--- src/rtl/multicycle_control_unit_if.sv ---
// Datapath / data-memory handshake bundle for the multicycle control unit.
//   opcode      : instr[6:0] from the datapath
//   dm_ready    : data memory access complete
//   fetch       : datapath fetch strobe
//   decode      : datapath decode strobe
//   rf_write_en : register file write strobe
//   dm_write_en : data memory write request
//   dm_read_en  : data memory read request
//   finished    : one-cycle retire pulse (datapath advances pc)
// master = control unit side, slave = datapath/memory side.
interface multicycle_control_unit_if;
  logic [6:0] opcode;
  logic       dm_ready;
  logic       fetch;
  logic       decode;
  logic       rf_write_en;
  logic       dm_write_en;
  logic       dm_read_en;
  logic       finished;

  modport master (
    input  opcode, dm_ready,
    output fetch, decode, rf_write_en, dm_write_en, dm_read_en, finished
  );

  modport slave (
    output opcode, dm_ready,
    input  fetch, decode, rf_write_en, dm_write_en, dm_read_en, finished
  );
endinterface

--- src/rtl/multicycle_control_unit.sv ---
// Multi-cycle sequencer for the single-issue RV64 datapath.
// Walks each instruction through FETCH/DECODE/EXECUTE/MEM/WRITEBACK/RETIRE,
// waits on dm_ready in MEM (bounded by MEM_TIMEOUT), halts on SYSTEM,
// illegal opcode or memory timeout, and counts retired instructions.
// Ports:
//   clk, reset_n     : clock (rising edge), async active-low reset
//   start, stop      : leave IDLE / return to IDLE after the next retire
//   dp               : datapath + data memory handshake (master side)
//   halted           : core stopped in HALT
//   illegal          : sticky, halt cause was an illegal opcode
//   mem_timeout      : sticky, halt cause was a MEM timeout
//   state            : current state encoding (debug)
//   instr_count      : retired instruction count (wraps)
module multicycle_control_unit #(
  parameter int COUNT_WIDTH = 32,
  parameter int MEM_TIMEOUT = 16
) (
  input  logic                       clk,
  input  logic                       reset_n,
  input  logic                       start,
  input  logic                       stop,
  multicycle_control_unit_if.master  dp,
  output logic                       halted,
  output logic                       illegal,
  output logic                       mem_timeout,
  output logic [2:0]                 state,
  output logic [COUNT_WIDTH-1:0]     instr_count
);

  localparam logic [2:0] S_IDLE      = 3'd0;
  localparam logic [2:0] S_FETCH     = 3'd1;
  localparam logic [2:0] S_DECODE    = 3'd2;
  localparam logic [2:0] S_EXECUTE   = 3'd3;
  localparam logic [2:0] S_MEM       = 3'd4;
  localparam logic [2:0] S_WRITEBACK = 3'd5;
  localparam logic [2:0] S_RETIRE    = 3'd6;
  localparam logic [2:0] S_HALT      = 3'd7;

  localparam logic [6:0] OP_OP     = 7'b0110011;
  localparam logic [6:0] OP_IMM    = 7'b0010011;
  localparam logic [6:0] OP_JAL    = 7'b1101111;
  localparam logic [6:0] OP_LOAD   = 7'b0000011;
  localparam logic [6:0] OP_STORE  = 7'b0100011;
  localparam logic [6:0] OP_BRANCH = 7'b1100011;
  localparam logic [6:0] OP_SYSTEM = 7'b1110011;

  localparam int         TW       = $clog2(MEM_TIMEOUT + 1);
  // Counter holds the number of MEM cycles already completed; the cycle
  // that would make it MEM_TIMEOUT is the last one allowed.
  localparam logic [TW-1:0] TMO_LAST = TW'(MEM_TIMEOUT - 1);

  logic [2:0]    state_d;
  logic [6:0]    opcode_q;
  logic [TW-1:0] tmo_cnt;
  logic          tmo_hit;

  assign tmo_hit = (tmo_cnt == TMO_LAST);

  always_comb begin
    state_d = state;
    case (state)
      S_IDLE:      if (start) state_d = S_FETCH;
      S_FETCH:     state_d = S_DECODE;
      S_DECODE:    state_d = S_EXECUTE;
      S_EXECUTE: begin
        case (opcode_q)
          OP_OP, OP_IMM, OP_JAL: state_d = S_WRITEBACK;
          OP_LOAD, OP_STORE:     state_d = S_MEM;
          OP_BRANCH:             state_d = S_RETIRE;
          default:               state_d = S_HALT;
        endcase
      end
      S_MEM: begin
        // ready has priority over the timeout in the same cycle
        if (dp.dm_ready)  state_d = (opcode_q == OP_LOAD) ? S_WRITEBACK : S_RETIRE;
        else if (tmo_hit) state_d = S_HALT;
      end
      S_WRITEBACK: state_d = S_RETIRE;
      S_RETIRE:    state_d = stop ? S_IDLE : S_FETCH;
      default:     state_d = S_HALT;
    endcase
  end

  always_ff @(posedge clk or negedge reset_n) begin
    if (!reset_n) begin
      state       <= S_IDLE;
      opcode_q    <= '0;
      tmo_cnt     <= '0;
      illegal     <= 1'b0;
      mem_timeout <= 1'b0;
      instr_count <= '0;
    end else begin
      state <= state_d;
      if (state == S_DECODE) opcode_q <= dp.opcode;
      if (state == S_EXECUTE)  tmo_cnt <= '0;
      else if (state == S_MEM) tmo_cnt <= tmo_cnt + TW'(1);
      if (state == S_EXECUTE && state_d == S_HALT && opcode_q != OP_SYSTEM)
        illegal <= 1'b1;
      if (state == S_MEM && state_d == S_HALT)
        mem_timeout <= 1'b1;
      if (state == S_RETIRE)
        instr_count <= instr_count + COUNT_WIDTH'(1);
    end
  end

  // Moore outputs: state and opcode_q only, so strobes are glitch-free
  // and never follow inputs combinationally.
  always_comb begin
    dp.fetch       = (state == S_FETCH);
    dp.decode      = (state == S_DECODE);
    dp.rf_write_en = (state == S_WRITEBACK);
    dp.dm_read_en  = (state == S_MEM) && (opcode_q == OP_LOAD);
    dp.dm_write_en = (state == S_MEM) && (opcode_q == OP_STORE);
    dp.finished    = (state == S_RETIRE);
    halted         = (state == S_HALT);
  end

endmodule

--- src/flat_wrapper.sv ---
// flat-port wrapper written by rule: the top's interface ports become plain ports
module multicycle_control_unit_flat 
#(
  parameter int COUNT_WIDTH = 32,
  parameter int MEM_TIMEOUT = 16
)
  (clk, reset_n, start, stop, halted, illegal, mem_timeout, state, instr_count, dp_opcode, dp_dm_ready, dp_fetch, dp_decode, dp_rf_write_en, dp_dm_write_en, dp_dm_read_en, dp_finished);
  multicycle_control_unit_if dp_i ();
  input  logic clk;
  input  logic reset_n;
  input  logic start;
  input  logic stop;
  output logic halted;
  output logic illegal;
  output logic mem_timeout;
  output logic [2:0] state;
  output logic [COUNT_WIDTH-1:0] instr_count;
  input wire logic [$bits(dp_i.opcode)-1:0] dp_opcode;
  input wire logic [$bits(dp_i.dm_ready)-1:0] dp_dm_ready;
  output wire logic [$bits(dp_i.fetch)-1:0] dp_fetch;
  output wire logic [$bits(dp_i.decode)-1:0] dp_decode;
  output wire logic [$bits(dp_i.rf_write_en)-1:0] dp_rf_write_en;
  output wire logic [$bits(dp_i.dm_write_en)-1:0] dp_dm_write_en;
  output wire logic [$bits(dp_i.dm_read_en)-1:0] dp_dm_read_en;
  output wire logic [$bits(dp_i.finished)-1:0] dp_finished;
  assign dp_i.opcode = dp_opcode;
  assign dp_i.dm_ready = dp_dm_ready;
  assign dp_fetch = dp_i.fetch;
  assign dp_decode = dp_i.decode;
  assign dp_rf_write_en = dp_i.rf_write_en;
  assign dp_dm_write_en = dp_i.dm_write_en;
  assign dp_dm_read_en = dp_i.dm_read_en;
  assign dp_finished = dp_i.finished;
  multicycle_control_unit #(.COUNT_WIDTH(COUNT_WIDTH), .MEM_TIMEOUT(MEM_TIMEOUT)) u_core (.clk(clk), .reset_n(reset_n), .start(start), .stop(stop), .dp(dp_i), .halted(halted), .illegal(illegal), .mem_timeout(mem_timeout), .state(state), .instr_count(instr_count));
endmodule
--- config.mk ---
export PLATFORM = sky130hd
export DESIGN_NAME = multicycle_control_unit_flat
export DESIGN_NICKNAME = d
export VERILOG_FILES = /design/src/rtl/multicycle_control_unit_if.sv /design/src/rtl/multicycle_control_unit.sv /design/src/flat_wrapper.sv
export SDC_FILE = /design/constraint.sdc
export NUM_CORES = 1
export LEC_CHECK = 0
export BUFFER_PORTS_ARGS = -buffer_cell sky130_fd_sc_hd__buf_4
export CAP_MARGIN = 20
export CORE_MARGIN = 10
export CORE_UTILIZATION = 59
export CTS_BUF_LIST = sky130_fd_sc_hd__clkbuf_8
export CTS_CLUSTER_SIZE = 28
export DETAILED_ROUTE_END_ITERATION = 10
export PLACE_DENSITY_LB_ADDON = 0.3
export REMOVE_ABC_BUFFERS = 1
export SLEW_MARGIN = 30
export SYNTH_ARGS = -nofsm -noshare
export SYNTH_HDL_FRONTEND = slang
export SYNTH_SLANG_ARGS = --single-unit
--- constraint.sdc ---
create_clock -name clk -period 5 [get_ports clk]
set_clock_uncertainty 0.15 [all_clocks]
set_input_delay 1 -clock clk [delete_from_list [all_inputs] [get_ports clk]]
set_output_delay 1 -clock clk [all_outputs]
set_load 0.01 [all_outputs]
# After elaboration in Yosys (flattened, before gate mapping)
# Index checks and enable logic that the tools add are counted.
dict set report totals {
  inputBits 12
  reg_bits 49
  elab_cells 42
}
dict set report op_classes {
  eq_ne 16
  reduce_logical 9
  muxes 9
  n_addsub 2
}
# cell count
set op_table {}
lappend op_table {{32-bit by 1-bit adder with 32-bit output, second input constant} 1}
lappend op_table {{3-bit case mux with 7 select lines} 1}
lappend op_table {{3-bit == test, second input constant} 5}
lappend op_table {{7-bit by 6-bit == test with 1-bit output, second input constant} 2}
lappend op_table {{7-bit == test, second input constant} 2}
lappend op_table {{5-bit 2-to-1 mux} 2}
lappend op_table {{3-bit 2-to-1 mux} 3}
lappend op_table {{7-bit by 2-bit == test with 1-bit output, second input constant} 1}
lappend op_table {{7-bit by 5-bit == test with 1-bit output, second input constant} 1}
lappend op_table {{7-bit != test, second input constant} 1}
lappend op_table {{3-bit by 2-bit == test with 1-bit output, second input constant} 2}
lappend op_table {{2-bit case mux with 3 select lines} 1}
lappend op_table {{5-bit by 1-bit adder with 5-bit output, second input constant} 1}
lappend op_table {{5-bit by 4-bit == test with 1-bit output, second input constant} 1}
lappend op_table {{1-bit logical AND} 5}
lappend op_table {{3-bit by 1-bit == test with 1-bit output, second input constant} 1}
lappend op_table {{3-bit logical NOT} 1}
lappend op_table {{3-bit OR reduction} 1}
lappend op_table {{2-bit 2-to-1 mux} 1}
lappend op_table {{2-bit nonzero test} 1}
lappend op_table {{2-bit OR reduction} 1}
lappend op_table {{1-bit 2-to-1 mux} 1}

# Depth between registers and ports, before layout
dict set report depth {
  depth_word 7
  mapped_depth 8
  mapped_depth_nobuf 8
}

# Worst setup path after synthesis
# Ideal clock, no wire load.
dict set report synth_path {
  path_type {reg-to-output}
  startpoint {register u_core.opcode_q[3]}
  endpoint {output port dp_dm_read_en}
  path_buffers 0
  path_stages_with_launch 4
  t_required_ns 3.850
  setup_slack_ns 2.441
  t_arrival_ns 1.409
  cell_sequence {dfrtp_1 -> or3_1 -> or4_1 -> nor2_1}
}
dict set report synth_via {
  elab_chain_cells 2
}
# element line
set synth_rtl {}
lappend synth_rtl {{from (decl)} multicycle_control_unit.sv:53} ;# logic [6:0] opcode_q;
lappend synth_rtl {{from (signal assigned)} multicycle_control_unit.sv:94} ;# if (state == S_DECODE) opcode_q <= dp.opcode;
lappend synth_rtl {{7-bit by 2-bit == test with 1-bit output} multicycle_control_unit.sv:112} ;# dp.dm_read_en = (state == S_MEM) && (opcode_q == OP_LOAD);
lappend synth_rtl {{1-bit logical AND} multicycle_control_unit.sv:112}
lappend synth_rtl {{to (decl)} flat_wrapper.sv:24} ;# output wire logic [$bits(dp_i.dm_read_en)-1:0] dp_dm_read_en;
# Every way passes these cells.

# Worst setup path in the final report
dict set report layout_path {
  startpoint {register u_core.opcode_q[3]}
  endpoint {output port dp_dm_write_en}
}
dict set report layout_via {
  elab_chain_cells 2
}
# element line
set layout_rtl {}
lappend layout_rtl {{7-bit by 6-bit == test with 1-bit output} multicycle_control_unit.sv:113} ;# dp.dm_write_en = (state == S_MEM) && (opcode_q == OP_STORE);
lappend layout_rtl {{1-bit logical AND} multicycle_control_unit.sv:113}
lappend layout_rtl {{to (decl)} flat_wrapper.sv:23} ;# output wire logic [$bits(dp_i.dm_write_en)-1:0] dp_dm_write_en;
# Every way passes these cells.

==> flow_metrics.py <==
metrics = {
    "clocking": {
        "cts_resized": 0,
        "postCtsSetupBuffers": 0,
        "h-tree-depth": 2,
        "cts_tree": "built",
        "cts_buffer_depth": 2,
        "clock-sinks": 49,
        "clock_latency_ns": 0.30,
        "cts_buffers": 5,
        "clk_pin_slew_ns": 0.08,
        "cts_hold_buffers": 0,
        "clock-root-buffer": "clkbuf_8",
    },
    "setup_path": {
        "rr_endpoint": "u_core.mem_timeout$_DFFE_PN0P_",
        "worst-r2r-cell-count": 8,
        "crit_arrival_ns": 1.88,
        "timing.rr.start": "u_core.tmo_cnt[0]$_DFFE_PN0P_",
        "regToRegSetupSlack_ns": 2.88,
        "criticalPathCategory": "reg2out",
        "crit_fanout": 4,
        "required_ns": 3.85,
        "startpoint_type": "flop",
        "crit_path_end_kind": "primary output",
    },
    "layout": {
        "syn2layout_area_growth_pct": 23.7,
        "nFillCells": 264,
        "stdcell_area_um2": 2870,
        "drive_gt1_frac": 0.305,
        "final_cells": 314,
        "antenna_cells": 0,
        "layout.nets": 281,
    },
    "floorplan": {
        "start_util": 0.624,
        "fp.coreArea_um2": 3720,
        "dieArea_um2": 6830,
        "die_w_um": 82.7,
        "rows": 22,
        "io_pins": 56,
        "dieHeight_um": 82.7,
    },
    "logic_synthesis": {
        "yosysMostFrequentCell": "dfrtp_1",
        "synth_warnings": 0,
        "avgSynthCellArea_um2": 11.1,
        "synth_top_cell_area_share": 0.529,
        "synth-edff-count": 0,
        "synth_top_area_cell": "dfrtp_1",
        "ys.flop_type": "dfrtp_1",
        "seq_area_frac_synth": 0.529,
        "async_flop_share": 1.00,
        "synth_cell_types": 39,
        "synth_common_cells": "dfrtp_1 (49), xnor2_1 (22), nand2_1 (20)",
        "syn_inst": 208,
        "syn-cell-area_um2": 2320,
        "ys_ff_latch": 49,
        "synth_area_leaders": "dfrtp_1 (53%), xnor2_1 (8.3%), mux2_2 (3.9%), nand2_1 (3.2%), xor2_1 (3.0%)",
    },
    "route": {
        "first_iter_violations": 104,
        "drcViolationCount": 0,
        "vias": 1776,
        "viasPerCell": 5.66,
        "wire_per_inst_um": 16.3,
        "wirelength_mm": 5.12,
        "antenna_left": 0,
        "drtPass1Iterations": 4,
    },
    "worst_hold_path": {
        "hold_end": "u_core.mem_timeout$_DFFE_PN0P_",
        "hold_path_class": "reg2reg",
        "min-delay-start": "u_core.mem_timeout$_DFFE_PN0P_",
        "whs_path_depth": 1,
    },
    "global_route": {
        "grt.total_usage": 0.159,
        "grt_pass1_vias": 1819,
        "grtUsageMet1": 0.200,
        "grt-busiest-layer": "met2",
        "grt_overflow_total": 0,
        "grt_pass1_wl_mm": 8.63,
        "grt_use_met2": 0.256,
        "grt_max_degree": 50,
        "groute.layer.met3.usage": 0.0605,
        "antenna_found_initial": 0,
    },
    "timing": {
        "finalCritPeriodShare": 0.606,
        "fmax_mhz": 330,
        "maxSlewViolCount": 0,
        "setup_viol": 0,
        "rsz0062_at_grt": "no",
        "period_minus_slack_ns": 3.03,
        "fin_tns_setup_ns": 0,
        "whs_ns": 0.333,
        "worstMarginPinSlew_ns": 0.681,
        "slew_headroom": 0.544,
        "hold_viol": 0,
    },
    "pwr": {
        "power_density_nw_per_um2": 420,
        "p_leak_nw": 1.38,
        "ir_drop_v": 0.000339,
    },
    "placement": {
        "port-buffer-count": 55,
        "post_dp_cell_area_um2": 2760,
        "place_congestion": 0.876,
        "dp_cells": 307,
        "dp_hpwl_mm": 3.83,
    },
    "status": {
        "status": "completed",
    },
    "run": {
        "maxCapViolations": 0,
    },
}
==> layout make-up <==
cell class	count	area [µm²]	area share
repair buffers	55	413	0.144
multi-input cells	149	1040	0.363
flip-flops and latches	49	1230	0.428
clock inverters	2	35.0	0.0122
well taps	48	60.1	0.0210
clock buffers	5	68.8	0.0240
inverters	6	22.5	0.00786
==> kinds of logic (layout without fill, tap and decap cells) <==
logic type               after synthesis  count (layout)  synth area share
AND/OR/NAND/NOR                       83              83             0.207
buffers and inverters                 10              68            0.0221
flip-flops                            49              49             0.529
adder cells (fa/ha/maj)                3               3            0.0162
AO/OA/AOI/OAI                         24              24            0.0664
multiplexers                           8               8            0.0389
XOR/XNOR                              31              31             0.120
==> stage by stage <==
| step | power, mW | utilization | setup slack (ns) |
|---|---|---|---|
| 2_1_floorplan | 0.778 | - | 2.44 |
| 3_3_place_gp | 0.924 | 0.743 | 2.35 |
| 3_5_place_dp | 0.939 | 0.743 | 2.33 |
| 4_1_cts | 1.21 | 0.771 | 1.98 |
| 5_1_grt | 1.28 | 0.771 | 1.87 |
| 6_report | 1.20 | 0.771 | 1.97 |
==> where the power goes <==
| part | switching [mW] | internal [mW] | total [mW] |
|---|---|---|---|
| Sequential | 0.106 | 0.465 | 0.571 |
| Clock | 0.124 | 0.145 | 0.269 |
| Combinational | 0.181 | 0.184 | 0.365 |
| Total | 0.411 | 0.794 | 1.20 |
==> worst max-delay path by stage <==
stage	start	to	slack [ns]	cells past startpoint
after detailed placement	u_core.opcode_q[3]$_DFFE_PN0P_	dp_dm_write_en	2.33	4
after CTS	u_core.opcode_q[3]$_DFFE_PN0P_	dp_dm_write_en	1.98	4
after global placement	u_core.opcode_q[3]$_DFFE_PN0P_	dp_dm_write_en	2.35	4
final	u_core.opcode_q[3]$_DFFE_PN0P_	dp_dm_write_en	1.97	4
after global routing	u_core.state[0]$_DFF_PN0_	dp_dm_read_en	1.87	5
after floorplan	u_core.opcode_q[3]$_DFFE_PN0P_	dp_dm_read_en	2.44	3
==> metal layers <==
| layer | vias up | wire length (µm) |
|---|---|---|
| met2 | 52 | 2470 |
| li1 | 841 | - |
| met4 | 0 | 31 |
| met5 | - | 0 |
| met1 | 878 | 2130 |
| met3 | 5 | 483 |
==> worst max-delay path: stages (launching register included) <==
cell and delay, ns:
dfrtp_1 0.41, or3_1 0.40, or4_1 0.52, nor2_1 0.12, buf_4 0.13
==> layout by cell type (no fill, tap or decap), types with 2 or more instances in the layout <==
cell,synthesis,routed
dfrtp_1,49,49
buf_4,1,55
nand3_1,11,11
xor2_1,8,8
o21ai_0,11,11
and3_4,2,2
inv_1,6,6
nand2_1,20,20
nor3_1,2,2
a31o_2,2,2
nor2_1,16,16
and3_1,5,5
and4_1,2,2
ha_1,3,3
mux2_2,8,8
xnor2_1,22,22
nand4_1,11,11
a21oi_1,5,5
and2_1,3,3
clkbuf_8,0,5
==> sequential cells by signal (all words and copies together) (netlist names) <==
signal / flops
u_core.instr_count: 32
u_core.opcode_q: 7
u_core.tmo_cnt: 5
u_core.state: 3
u_core.illegal: 1
u_core.mem_timeout: 1
(Power assumes the default switching activity.)
